File: config.mk
export PLATFORM = sky130hd
export DESIGN_NAME = instruction_fetch_unit
export DESIGN_NICKNAME = d
export VERILOG_FILES = /design/src/rtl/instruction_fetch_unit_pkg.sv /design/src/rtl/ifu_pc_reg.sv /design/src/rtl/instruction_fetch_unit.sv
export SDC_FILE = /design/constraint.sdc
export NUM_CORES = 1
export LEC_CHECK = 0
export ABC_AREA = 1
export CAP_MARGIN = 20
export CORE_ASPECT_RATIO = 0.7
export CORE_UTILIZATION = 45
export CTS_CLUSTER_SIZE = 12
export DETAILED_ROUTE_END_ITERATION = 6
export PLACE_DENSITY = 0.85
export SLEW_MARGIN = 10
export SYNTH_ARGS = -nofsm -noshare
export SYNTH_HDL_FRONTEND = slang
export SYNTH_SLANG_ARGS = --single-unit
File: constraint.sdc
create_clock -name CLK -period 3.5 [get_ports CLK]
set_input_delay 0.35 -clock CLK [delete_from_list [all_inputs] [get_ports CLK]]
set_output_delay 0.35 -clock CLK [all_outputs]
set_load 0.02 [all_outputs]
File: src/rtl/instruction_fetch_unit_pkg.sv
// instruction_fetch_unit_pkg: shared state encoding and fetch constants
package instruction_fetch_unit_pkg;
  typedef enum logic [1:0] {S_IDLE, S_FETCH, S_HOLD, S_KILL} state_e;
  localparam logic [31:0] NOP_INSTR_DEF    = 32'h0000_0013;
  localparam logic [31:0] RESET_VECTOR_DEF = 32'h0000_0000;
  localparam logic [31:0] PC_INCR          = 32'd4;
endpackage

File: src/rtl/ifu_pc_reg.sv
// ifu_pc_reg: program counter plus the address of a read being killed by a redirect
module ifu_pc_reg
  import instruction_fetch_unit_pkg::*;
#(
  parameter logic [31:0] RESET_VECTOR = RESET_VECTOR_DEF
) (
  input  logic        clk,
  input  logic        rst_n,
  input  logic        load,
  input  logic        inc,
  input  logic        save_kill,
  input  logic [31:0] target,
  output logic [31:0] pc,
  output logic [31:0] kill_addr
);
  logic [31:0] pc_q, pc_d, kill_q, kill_d;
  always_comb begin
    pc_d   = load ? (target & ~32'd3) : inc ? pc_q + PC_INCR : pc_q;
    kill_d = save_kill ? pc_q : kill_q;
  end
  always_ff @(posedge clk) begin
    if (!rst_n) begin
      pc_q   <= RESET_VECTOR;
      kill_q <= RESET_VECTOR;
    end else begin
      pc_q   <= pc_d;
      kill_q <= kill_d;
    end
  end
  assign pc        = pc_q;
  assign kill_addr = kill_q;
endmodule

File: src/rtl/instruction_fetch_unit.sv
// instruction_fetch_unit: IF stage FSM and output mux; IFU_PERF_CNT_EN adds fetch/stall counters
module instruction_fetch_unit
  import instruction_fetch_unit_pkg::*;
#(
  parameter logic [31:0] RESET_VECTOR = RESET_VECTOR_DEF,
  parameter logic [31:0] NOP_INSTR    = NOP_INSTR_DEF
) (
  input  logic        CLK,
  input  logic        RESET,
  output logic        IMEM_READ,
  output logic [31:0] IMEM_ADDRESS,
  input  logic [31:0] IMEM_READDATA,
  input  logic        IMEM_BUSYWAIT,
  input  logic        STALL,
  input  logic        BRANCH_TAKEN,
  input  logic [31:0] BRANCH_TARGET,
  output logic [31:0] INSTRUCTION,
  output logic [31:0] PC_PLUS_4,
  output logic [31:0] PC_DIRECT,
`ifdef IFU_PERF_CNT_EN
  output logic        FETCH_BUSYWAIT,
  output logic [31:0] PERF_FETCHED,
  output logic [31:0] PERF_STALLED
`else
  output logic        FETCH_BUSYWAIT
`endif
);
  state_e      state_q, state_d;
  logic [31:0] hold_q, hold_d, pc, kill_addr;
  logic        load, inc, save_kill;

  ifu_pc_reg #(.RESET_VECTOR(RESET_VECTOR)) u_pc (
    .clk(CLK), .rst_n(RESET), .load(load), .inc(inc), .save_kill(save_kill),
    .target(BRANCH_TARGET), .pc(pc), .kill_addr(kill_addr)
  );

  assign PC_DIRECT = pc;
  assign PC_PLUS_4 = pc + PC_INCR;

  always_comb begin
    state_d        = state_q;
    hold_d         = hold_q;
    load           = 1'b0;
    inc            = 1'b0;
    save_kill      = 1'b0;
    IMEM_READ      = 1'b0;
    IMEM_ADDRESS   = pc;
    INSTRUCTION    = NOP_INSTR;
    FETCH_BUSYWAIT = 1'b1;
    case (state_q)
      S_IDLE: begin
        state_d = S_FETCH;
        load    = BRANCH_TAKEN;
      end
      S_FETCH: begin
        IMEM_READ = 1'b1;
        if (IMEM_BUSYWAIT) begin
          load      = BRANCH_TAKEN;
          save_kill = BRANCH_TAKEN;
          state_d   = BRANCH_TAKEN ? S_KILL : S_FETCH;
        end else if (BRANCH_TAKEN) begin
          FETCH_BUSYWAIT = 1'b0;
          load           = 1'b1;
        end else if (STALL) begin
          INSTRUCTION = IMEM_READDATA;
          hold_d      = IMEM_READDATA;
          state_d     = S_HOLD;
        end else begin
          INSTRUCTION    = IMEM_READDATA;
          FETCH_BUSYWAIT = 1'b0;
          inc            = 1'b1;
        end
      end
      S_HOLD: begin
        INSTRUCTION    = BRANCH_TAKEN ? NOP_INSTR : hold_q;
        FETCH_BUSYWAIT = STALL && !BRANCH_TAKEN;
        load           = BRANCH_TAKEN;
        inc            = !BRANCH_TAKEN && !STALL;
        state_d        = (BRANCH_TAKEN || !STALL) ? S_FETCH : S_HOLD;
      end
      S_KILL: begin
        // the stale read must finish on its original address before the new PC is issued
        IMEM_READ    = 1'b1;
        IMEM_ADDRESS = kill_addr;
        load         = BRANCH_TAKEN;
        state_d      = IMEM_BUSYWAIT ? S_KILL : S_FETCH;
      end
    endcase
  end

  always_ff @(posedge CLK) begin
    if (!RESET) begin
      state_q <= S_IDLE;
      hold_q  <= NOP_INSTR;
    end else begin
      state_q <= state_d;
      hold_q  <= hold_d;
    end
  end

`ifdef IFU_PERF_CNT_EN
  logic [31:0] fetched_q, fetched_d, stalled_q, stalled_d;
  always_comb begin
    fetched_d = fetched_q + {31'd0, !FETCH_BUSYWAIT && (INSTRUCTION != NOP_INSTR)};
    stalled_d = stalled_q + {31'd0, FETCH_BUSYWAIT && (state_q != S_IDLE)};
  end
  always_ff @(posedge CLK) begin
    if (!RESET) begin
      fetched_q <= '0;
      stalled_q <= '0;
    end else begin
      fetched_q <= fetched_d;
      stalled_q <= stalled_d;
    end
  end
  assign PERF_FETCHED = fetched_q;
  assign PERF_STALLED = stalled_q;
`endif
endmodule
==> reports/metrics.yaml, run 1 <==
critical_path:
  startpoint: "state_q[0]$_SDFFE_PN0P_"
  crit_required_ns: 3.15
  rr_worst_depth: 11
  crit_chain: "inv_1 -> ha_1 -> inv_1 -> buf_4 -> a21oi_1 -> clkdlybuf4s50_1"
  cp_top_family: "buffers and inverters"
  crit_cells: 6
  crit_path_frequent_cell: "inv_1"
  endpoint: "INSTRUCTION[5]"
  r2r_setup_slack_ns: 0.80
  reg2reg_to: "u_pc.pc[18]$_SDFFE_PN0P_"
  cp_slowest_cell: "inv_1"
  worstSetupPathType: "register to primary output"
  crit_buf_inv: 4
  max_stage_delay_ns: 0.55
  worstReg2RegStart: "state_q[0]$_SDFFE_PN0P_"
  startpoint_type: "register"
  cp.arrival_ns: 2.63
  end_kind: "primary output"
  path_max_fanout: 21
timing:
  tightestPinTransition_ns: 0.6941
  tns_ns: 0
  rsz0062_at_grt: "false"
  timing.fmax_ghz: 0.3359
  timing.final.ws_setup_ns: 0.5233
  slew_viol_final: 0
  fin_crit_sh_pct: 85.05
  hold_viol: 0
  relSlewSlack_pct: 53.73
  timing.final.crit_period_ns: 2.977
  setup_viol: 0
  finClkSkew_ns: 0.004806
clock_network:
  cts.htree.levels: 3
  cts_tree: "done"
  clkLatencyLatePin_ns: 0.34
  cts_resized: 0
  clk_pin_slew_ns: 0.06
  cts_buffer_depth: 2
  cts_made_buffers: 9
  post_cts_buffers: 0
  root_buffer: "clkbuf_16"
  hold_buffers: 0
  cts_num_sinks: 94
place:
  io_buffer_count: 190
  place_ws_ns: 0.6794
  place_hpwl_mm: 12.67
  place_congestion: 0.9211
detailed_routing:
  dr.first_iter.drc_count: 376
  totalWireLength_mm: 17.65
  antenna_left: 0
  via_count: 6170
  first_pass_iters: 5
  via_per_inst: 5.189
  drcViolationCount: 0
  avgRoutedWirePerCell_um: 14.85
logic_synthesis:
  yosys.area_share.simple_pct: 30.35
  synth_top_family_by_area: "simple AND/OR/NAND/NOR gates"
  syn_inst: 865
  syn_area_per_cell_um2: 6.359
  synth-async-reset-ratio_pct: 0
  synthFlopType: "dfxtp_1"
  synth_edf_count: 0
  ys_seq_area_share_pct: 34.21
  synth_largest_area_cell: "dfxtp_1"
  synth_area_mm2: 0.005500
  ys_warn_count: 0
  synth_xor_area_share_pct: 3.344
  synth_compound_area_share_pct: 19.72
  synth_mux_area_share_pct: 0
  synth_seq_cells: 94
  yosysTopAreaCellShare_pct: 34.21
  synth_adder_area_share_pct: 1.137
  ys_top_cells_by_area: "dfxtp_1 (34%), nand2_1 (19%), a21oi_1 (10%), o21ai_0 (7.2%), inv_1 (5.9%)"
  yosysUniqueCellTypes: 27
global_route:
  antenna_found_initial: 0
  grt_use_total_pct: 27.86
  grt_pass1_vias: 5616
  grt_max_degree: 61
  grt_pass1_wl_mm: 28.12
  overflow: 0
floorplan:
  die_width_um: 134.1
  die_h_um: 94.50
  ioPinCount: 199
  initial_utilization_pct: 46.58
  rows: 33
  die-area_mm2: 0.01268
  floorplan.core_area_mm2: 0.01181
final_layout:
  final_common_cell: "nand2_1"
  n_antenna_cell: 0
  area_growth_pct: 41.13
  final_net_count: 1101
  drive_above_1_share_pct: 6.783
  layout_common_cells: "nand2_1 (278), clkdlybuf4s50_1 (190), a21oi_1 (112)"
worst_hold_path:
  hp-class: "register to register"
  whs_path_depth: 2
power:
  ir_drop_uv: 255.4
  pwr_density_cell_mw_per_mm2: 372.0
  p_leak_nw: 2.873
job:
  cap_violations: 0
run_status:
  outcome: "completed"
stage by stage:
step / power [W] / hold slack (ns) / cell area (um^2) / instances / util, %
after detailed placement: 0.001902 / 0.4357 / 7460 / 1173 / 63.17
after floorplan: 0.001573 / 0.4236 / 5519 / 870 / -
after global routing: 0.003006 / 0.4663 / 7762 / 1189 / 65.73
final: 0.002888 / 0.4433 / 7762 / 1189 / 65.73
after global placement: 0.001893 / 0.4324 / 7460 / 1173 / 63.17
after CTS: 0.002895 / 0.4455 / 7762 / 1189 / 65.73
layout make-up:
cell class | count | area, um^2
clock inverter | 3 | 42.54
tap | 157 | 196.4
sequential | 94 | 1882
clock buffer | 13 | 260.3
fill | 1035 | 4046
inverter | 91 | 341.6
timing repair buffer | 204 | 2007
multi-input combinational | 627 | 3033
kinds of logic after synthesis:
| logic type | after synthesis |
|---|---|
| compound gates | 211 |
| simple gates | 390 |
| fa+ha+maj | 5 |
| xor+xnor | 15 |
| flops | 94 |
| buf+inv | 149 |
| other cells | 1 |
state kept, by name, summed over array words and instances, names as in the netlist:
register and count:
u_pc.pc 30, state_q 2, hold_q 32, u_pc.kill_addr 30
Yosys cell counts (6+ instances only):
library cell	count
nand2_1	278
a21oi_1	112
dfxtp_1	94
inv_1	86
o21ai_0	79
nand3_1	51
clkbuf_1	38
nor2_1	35
buf_4	12
nand2_2	9
a31oi_1	8
buf_2	8
xor2_1	8
xor2_2	7
o21ai_1	6
metal layers:
layer	share of wire, %	wire length, um	GRT usage, %	vias up
met5	0	0	0	-
met4	1.3	229	6.180	0
met3	8.2	1455	6.334	21
met2	44	7727	44.26	264
met1	47	8240	38.45	2822
li1	-	-	-	3063
worst reg2reg max path, stage by stage, from the launching register on:
cell	delay, ns
dfxtp_1	0.38
inv_1	0.08
ha_1	0.38
inv_1	0.55
nor2_1	0.11
o21ai_2	0.12
nand2_2	0.29
inv_2	0.38
nand2_1	0.10
nand2_1	0.07
inv_1	0.05
a21oi_2	0.12
how the worst min path moves through the flow:
stage | startpoint | to
finish | u_pc.kill_addr[29]$_SDFFE_PN0P_ | u_pc.kill_addr[29]$_SDFFE_PN0P_
global route | u_pc.kill_addr[26]$_SDFFE_PN0P_ | u_pc.kill_addr[26]$_SDFFE_PN0P_
CTS | u_pc.kill_addr[26]$_SDFFE_PN0P_ | u_pc.kill_addr[26]$_SDFFE_PN0P_
detailed placement | u_pc.kill_addr[26]$_SDFFE_PN0P_ | u_pc.kill_addr[26]$_SDFFE_PN0P_
global placement | u_pc.kill_addr[27]$_SDFFE_PN0P_ | u_pc.kill_addr[27]$_SDFFE_PN0P_
floorplan | hold_q[0]$_SDFFE_PN1P_ | hold_q[0]$_SDFFE_PN1P_
report_power, final:
part,switching [W],leakage [nW],internal (W)
registers,0.0000583,0.767,0.00113
clock network,0.000409,0.146,0.000593
logic,0.000403,1.96,0.000300
Power figures use the tool's default switching activity.
==> inputs of run 2 (changes only) <==
CTS_BUF_LIST = sky130_fd_sc_hd__clkbuf_8   (was unset)
GPL_TIMING_DRIVEN = 0   (was unset)
==> reports/metrics.yaml, run 2 (synthesized netlist as in run 1, its figures left out) <==
clock_network:
  cts.htree.levels: 3  # unchanged
  cts_resized: 0  # unchanged
  cts_num_sinks: 94  # unchanged
  root_buffer: "clkbuf_8"
  clk_pin_slew_ns: 0.09  # +0.03 ns
  clkLatencyLatePin_ns: 0.36  # +0.02 ns
  hold_buffers: 0  # unchanged
  post_cts_buffers: 0  # unchanged
  cts_tree: "done"
  cts_buffer_depth: 2  # unchanged
  cts_made_buffers: 9  # unchanged
critical_path:
  startpoint_type: "register"
  r2r_setup_slack_ns: 1.36  # +0.56 ns
  reg2reg_to: "u_pc.pc[20]$_SDFFE_PN0P_"
  crit_chain: "inv_1 -> ha_1 -> inv_1 -> clkbuf_1 -> clkbuf_1 -> a21oi_1 -> clkdlybuf4s50_1"
  cp_slowest_cell: "clkdlybuf4s50_1"
  worstSetupPathType: "register to primary output"
  rr_worst_depth: 10  # -1
  worstReg2RegStart: "state_q[1]$_SDFFE_PN0P_"
  max_stage_delay_ns: 0.57  # +0.02 ns
  crit_buf_inv: 5  # +1
  endpoint: "INSTRUCTION[14]"
  startpoint: "state_q[0]$_SDFFE_PN0P_"
  cp_top_family: "buffers and inverters"
  crit_required_ns: 3.15  # about the same
  crit_cells: 7  # +1
  cp.arrival_ns: 2.94  # +0.31 ns
  path_max_fanout: 10  # -52%
  end_kind: "primary output"
power:
  pwr_density_cell_mw_per_mm2: 343.1  # -7.8%
  ir_drop_uv: 193.7  # -24%
  p_leak_nw: 2.906  # +1.1%
global_route:
  grt_use_total_pct: 30.75  # +2.9 points
  antenna_found_initial: 0  # unchanged
  grt_max_degree: 15  # -75%
  grt_pass1_vias: 5881  # +4.7%
  grt_pass1_wl_mm: 30.48  # +8.4%
  overflow: 0  # unchanged
timing:
  relSlewSlack_pct: 56.08  # +2.4 points
  tightestPinTransition_ns: 0.6588  # -0.03529 ns
  finClkSkew_ns: 0.01117  # +0.006359 ns
  slew_viol_final: 0  # unchanged
  holdWs_ns: 0.4139  # -0.02942 ns
  setup_viol: 0  # unchanged
  tns_ns: 0  # unchanged
  rsz0062_at_grt: "false"
  hold_viol: 0  # unchanged
  timing.fmax_ghz: 0.3035  # -9.7%
  fin_crit_sh_pct: 94.14  # +9.1 points
  timing.final.crit_period_ns: 3.295  # +0.3182 ns
detailed_routing:
  drcViolationCount: 0  # unchanged
  highest_layer: "met4"
  wl_met2_mm: 8.154  # +5.5%
  met3_length_mm: 2.315  # +59%
  antenna_left: 0  # unchanged
  via_count: 6554  # +6.2%
  first_pass_iters: 6  # +1
  avgRoutedWirePerCell_um: 15.83  # +6.6%
  wl_met1_mm: 8.763  # +6.3%
  dr.first_iter.drc_count: 603  # +60%
  via_per_inst: 5.328  # +2.7%
  totalWireLength_mm: 19.47  # +10%
final_layout:
  n_antenna_cell: 0  # unchanged
  layout_common_cells: "nand2_1 (278), clkdlybuf4s50_1 (188), a21oi_1 (112)"
  final_common_cell: "nand2_1"
  fill_cells: 1066  # +3.0%
  area_growth_pct: 41.74
  drive_above_1_share_pct: 6.710  # -0.073 points
  final_cells: 1230  # +3.4%
  regMostFlops: "hold_q"
  final_net_count: 1143  # +3.8%
  largest_register_ffs: 32  # unchanged
worst_hold_path:
  hp-class: "primary input to register"
floorplan:
  die_width_um: 134.1  # unchanged
  initial_utilization_pct: 46.58  # unchanged
  die_h_um: 94.50  # unchanged
  die-area_mm2: 0.01268  # unchanged
  ioPinCount: 199  # unchanged
  rows: 33  # unchanged
  floorplan.core_area_mm2: 0.01181  # unchanged
run_status:
  outcome: "completed"
place:
  placedCellCount: 1215  # +3.6%
  place_hpwl_mm: 14.69  # +16%
  place_congestion: 0.9378  # +1.8%
  io_buffer_count: 188  # -1.1%
job:
  cap_violations: 0  # unchanged
[run 2: per-layer routing]
metal | vias to the layer above | global-route usage, %
met5 | - | 0
met2 | 414 | 45.47
met3 | 24 | 7.139
met4 | 0 | 7.210
met1 | 2977 | 44.82
li1 | 3139 | -
[run 2: how the worst min path moves through the flow]
stage                                               start                              end  slack [ns]  cells after the start
after floorplan                    hold_q[0]$_SDFFE_PN1P_           hold_q[0]$_SDFFE_PN1P_        0.42                      2
after global placement     u_pc.kill_addr[5]$_SDFFE_PN0P_   u_pc.kill_addr[5]$_SDFFE_PN0P_        0.43                      2
after detailed placement  u_pc.kill_addr[21]$_SDFFE_PN0P_  u_pc.kill_addr[21]$_SDFFE_PN0P_        0.44                      2
after CTS                                    BRANCH_TAKEN          u_pc.pc[3]$_SDFFE_PN0P_        0.40                      4
after global routing                         BRANCH_TAKEN          u_pc.pc[3]$_SDFFE_PN0P_        0.43                      4
final                                        BRANCH_TAKEN          u_pc.pc[3]$_SDFFE_PN0P_        0.41                      4
[run 2: stage by stage]
stage                     total power [W]  area (um^2)  util, %  setup WS [ns]
after floorplan                  0.001573         5519        -          1.587
after global placement           0.001919         7597    64.34         0.6719
after detailed placement         0.001929         7597    64.34         0.6377
after CTS                        0.002667         7796    66.02         0.2694
after global routing             0.002782         7796    66.02        0.09713
final                            0.002675         7796    66.02         0.2051
[run 2: worst register-to-register path, stage by stage (launching register included)]
cell and delay [ns]:
dfxtp_1 0.40, inv_1 0.08, ha_1 0.38, inv_1 0.11
nor2_1 0.13, o21ai_2 0.09, nand2_2 0.20, buf_2 0.31
o21ai_0 0.13, a21oi_1 0.13, nor2_1 0.05
[run 2: area by class of cell]
| type | instances | area (um^2) | share of cell area [%] |
|---|---|---|---|
| plain buffers | 58 | 272.8 | 3.499 |
| flip-flops and latches | 94 | 1882 | 24.14 |
| repair buffers | 188 | 1882 | 24.14 |
| clock inverters | 4 | 47.55 | 0.6099 |
| inverters | 91 | 341.6 | 4.381 |
| clock buffers | 11 | 151.4 | 1.942 |
| multi-input cells | 627 | 3023 | 38.77 |
| well taps | 157 | 196.4 | 2.520 |
[run 2: report_power, final]
| group | internal [W] | total (W) | switching, W | leakage [nW] |
|---|---|---|---|---|
| sequential | 0.00112 | 0.00118 | 0.0000602 | 0.767 |
| combinational | 0.000306 | 0.000737 | 0.000431 | 2.03 |
| clock | 0.000364 | 0.000754 | 0.000390 | 0.107 |
==> inputs of run 3 (changes only) <==
ABC_AREA = unset   (was 1)
PLACE_DENSITY = unset   (was 0.85)
PLACE_DENSITY_LB_ADDON = 0.08   (was unset)
==> reports/metrics.yaml, run 3 <==
global_route:
  grt_use_total_pct: 29.87  # -0.88 points
  grt_pass1_wl_mm: 30.10  # -1.3%
  grt_max_degree: 17  # +2
  grt_pass1_vias: 5849  # -0.54%
  overflow: 0  # unchanged
  antenna_found_initial: 0  # unchanged
floorplan:
  die_width_um: 136.4  # +1.7%
  ioPinCount: 199  # unchanged
  die_h_um: 96.07  # +1.7%
  floorplan.core_area_mm2: 0.01202  # +1.7%
  initial_utilization_pct: 47.34  # +0.76 points
  rows: 33  # unchanged
  die-area_mm2: 0.01310  # +3.4%
timing:
  holdWs_ns: 0.2986  # -0.1153 ns
  fin_crit_sh_pct: 95.34  # +1.2 points
  tightestPinTransition_ns: 0.7095  # +0.05071 ns
  timing.fmax_ghz: 0.2997  # -1.3%
  tns_ns: 0  # unchanged
  timing.final.crit_period_ns: 3.337  # +0.04210 ns
  rsz0062_at_grt: "false"
  hold_viol: 0  # unchanged
  finClkSkew_ns: 0.01466  # +0.003492 ns
  setup_viol: 0  # unchanged
  slew_viol_final: 0  # unchanged
  relSlewSlack_pct: 52.70  # -3.4 points
run_status:
  outcome: "completed"
logic_synthesis:
  synth_seq_cells: 94  # unchanged
  synth_area_mm2: 0.005688  # +3.4%
  yosysTopAreaCellShare_pct: 33.08  # -1.1 points
  yosysUniqueCellTypes: 60  # +120%
  synth-async-reset-ratio_pct: 0  # unchanged
  synth_top_family_by_area: "simple AND/OR/NAND/NOR gates"
  syn_area_per_cell_um2: 7.728  # +22%
  synth_compound_area_share_pct: 20.30  # +0.58 points
  synth_mux_area_share_pct: 5.345  # +5.3 points
  yosys.area_share.simple_pct: 27.89  # -2.5 points
  synth_most_common_cell: "nand2_1"
  synthFlopType: "dfxtp_1"
  ys_top_cells_by_area: "dfxtp_1 (33%), nand2_1 (10%), a21oi_1 (5.7%), mux2_2 (5.3%), nor2b_1 (3.8%)"
  synth_edf_count: 0  # unchanged
  synth_largest_area_cell: "dfxtp_1"
  ys_seq_area_share_pct: 33.08  # -1.1 points
  synth_adder_area_share_pct: 1.100  # -0.038 points
  synth_common_cells: "nand2_1 (155), dfxtp_1 (94), a21oi_1 (65)"
  synth_xor_area_share_pct: 4.927  # +1.6 points
  ys_warn_count: 0  # unchanged
  syn_inst: 736  # -15%
clock_network:
  root_buffer: "clkbuf_8"
  clk_pin_slew_ns: 0.10  # about the same
  cts_buffer_depth: 2  # unchanged
  clkLatencyLatePin_ns: 0.38  # +0.02 ns
  cts_tree: "done"
  cts_made_buffers: 9  # unchanged
  cts_num_sinks: 94  # unchanged
  cts.htree.levels: 3  # unchanged
detailed_routing:
  dr.first_iter.drc_count: 684  # +13%
  first_pass_iters: 5  # -1
  drcViolationCount: 0  # unchanged
  via_per_inst: 5.762  # +8.1%
  antenna_left: 0  # unchanged
  via_count: 6361  # -2.9%
  highest_layer: "met4"
  met3_length_mm: 2.014  # -13%
  wl_met2_mm: 8.397  # +3.0%
  wl_met1_mm: 8.970  # +2.4%
  totalWireLength_mm: 19.75  # +1.4%
  avgRoutedWirePerCell_um: 17.88  # +13%
worst_hold_path:
  holdCritStartpoint: "IMEM_BUSYWAIT"
  hp-class: "primary input to register"
final_layout:
  regMostFlops: "hold_q"
  largest_register_ffs: 32  # unchanged
  final_net_count: 1016  # -11%
  final_common_cell: "clkdlybuf4s50_1"
  fin_area_mm2: 0.008024  # +2.9%
  drive_above_1_share_pct: 10.56  # +3.8 points
  layout_common_cells: "clkdlybuf4s50_1 (189), nand2_1 (155), dfxtp_1 (94)"
  fill_cells: 1000  # -6.2%
  area_growth_pct: 41.07
  n_antenna_cell: 0  # unchanged
place:
  io_buffer_count: 189  # +0.53%
  place_hpwl_mm: 14.84  # +1.0%
  place_congestion: 0.9331  # -0.50%
  placed_area_mm2: 0.007795  # +2.6%
critical_path:
  startpoint_type: "register"
  startpoint: "u_pc.pc[14]$_SDFFE_PN0P_"
  path_max_fanout: 10  # unchanged
  cp.arrival_ns: 2.99  # +0.05 ns
  worstSetupPathType: "register to primary output"
  end_kind: "primary output"
  crit_required_ns: 3.15  # about the same
  worstReg2RegStart: "state_q[1]$_SDFFE_PN0P_"
power:
  ir_drop_uv: 197.6  # +2.0%
  pwr_density_cell_mw_per_mm2: 338.3  # -1.4%
  p_leak_nw: 2.813  # -3.2%
job:
  cap_violations: 0  # unchanged
## run 3: cell types whose count changed after synthesis, moves of 12 or more
cell,change
o21ai_0,-36
xnor2_1,+17
nor3_1,+12
mux2_2,+27
nand2_1,-123
a22oi_1,+28
inv_1,-80
nor2b_1,+35
nor2_1,-18
nand3_1,-35
a21oi_1,-47
## run 3: repair_timing
| item | in CTS | in global routing |
|---|---|---|
| hold endpoints to repair | 0 | 0 |
| setup endpoints to repair | 0 | 21 |
| resized for setup | 0 | 9 |
| buffers inserted | 0 | 1 |
| hold buffers | 0 | 0 |
## run 3: routing by layer
layer	GRT usage, %	vias up
li1	-	2987
met1	42.73	2973
met4	10.56	0
met3	6.161	34
met5	0	-
met2	44.04	367
## run 3: critical path, stage by stage (launching register included)
cell and delay (ns):
dfxtp_1 0.35, buf_2 0.20, nand4_1 0.32, nor4_4 0.51, buf_4 0.25, nand3_1 0.11
xnor2_1 0.22, clkdlybuf4s50_1 0.65
## run 3: final cells by class
cell class,instances,area [um^2],area share (%)
Buffer,78,391.6,4.881
Inverter,7,26.28,0.3275
Multi-Input combinational cell,562,3430,42.74
Clock inverter,7,75.07,0.9356
Sequential cell,94,1882,23.45
Clock buffer,9,123.9,1.544
Tap cell,157,196.4,2.448
Timing Repair Buffer,190,1899,23.67
## run 3: cell families (layout without fill, tap and decap cells)
family / count (synthesis) / count (layout)
flip-flops: 94 / 94
AO/OA/AOI/OAI: 185 / 185
AND/OR/NAND/NOR: 307 / 307
multiplexers: 27 / 27
other: 1 / 6
adder cells (fa/ha/maj): 5 / 5
buffers and inverters: 85 / 291
XOR/XNOR: 32 / 32
## run 3: metrics by stage
stage | setup slack (ns) | util (%) | cells | total power [W]
final | 0.1630 | 66.78 | 1104 | 0.002714
after global routing | 0.02966 | 66.78 | 1104 | 0.002817
after CTS | 0.08698 | 66.53 | 1103 | 0.002713
after detailed placement | 0.08621 | 64.88 | 1087 | 0.001965
after global placement | 0.1056 | 64.88 | 1087 | 0.001950
after floorplan | 1.179 | - | 741 | 0.001593
## run 3: final timing paths
check	endpoint	slack (ns)	cells past startpoint
max reg2reg	u_pc.pc[21]$_SDFFE_PN0P_	1.08	7
min reg2reg	hold_q[19]$_SDFFE_PN0P_	0.46	2
min	state_q[0]$_SDFFE_PN0P_	0.30	3
max	PC_PLUS_4[29]	0.16	7
## run 3: report_power, final
part           leakage, nW  total [W]  internal (W)  switching [W]
clock               0.0914   0.000760      0.000332       0.000428
sequential           0.766    0.00116       0.00111      0.0000479
combinational         1.95   0.000795      0.000365       0.000430
total                 2.81    0.00271       0.00181       0.000906
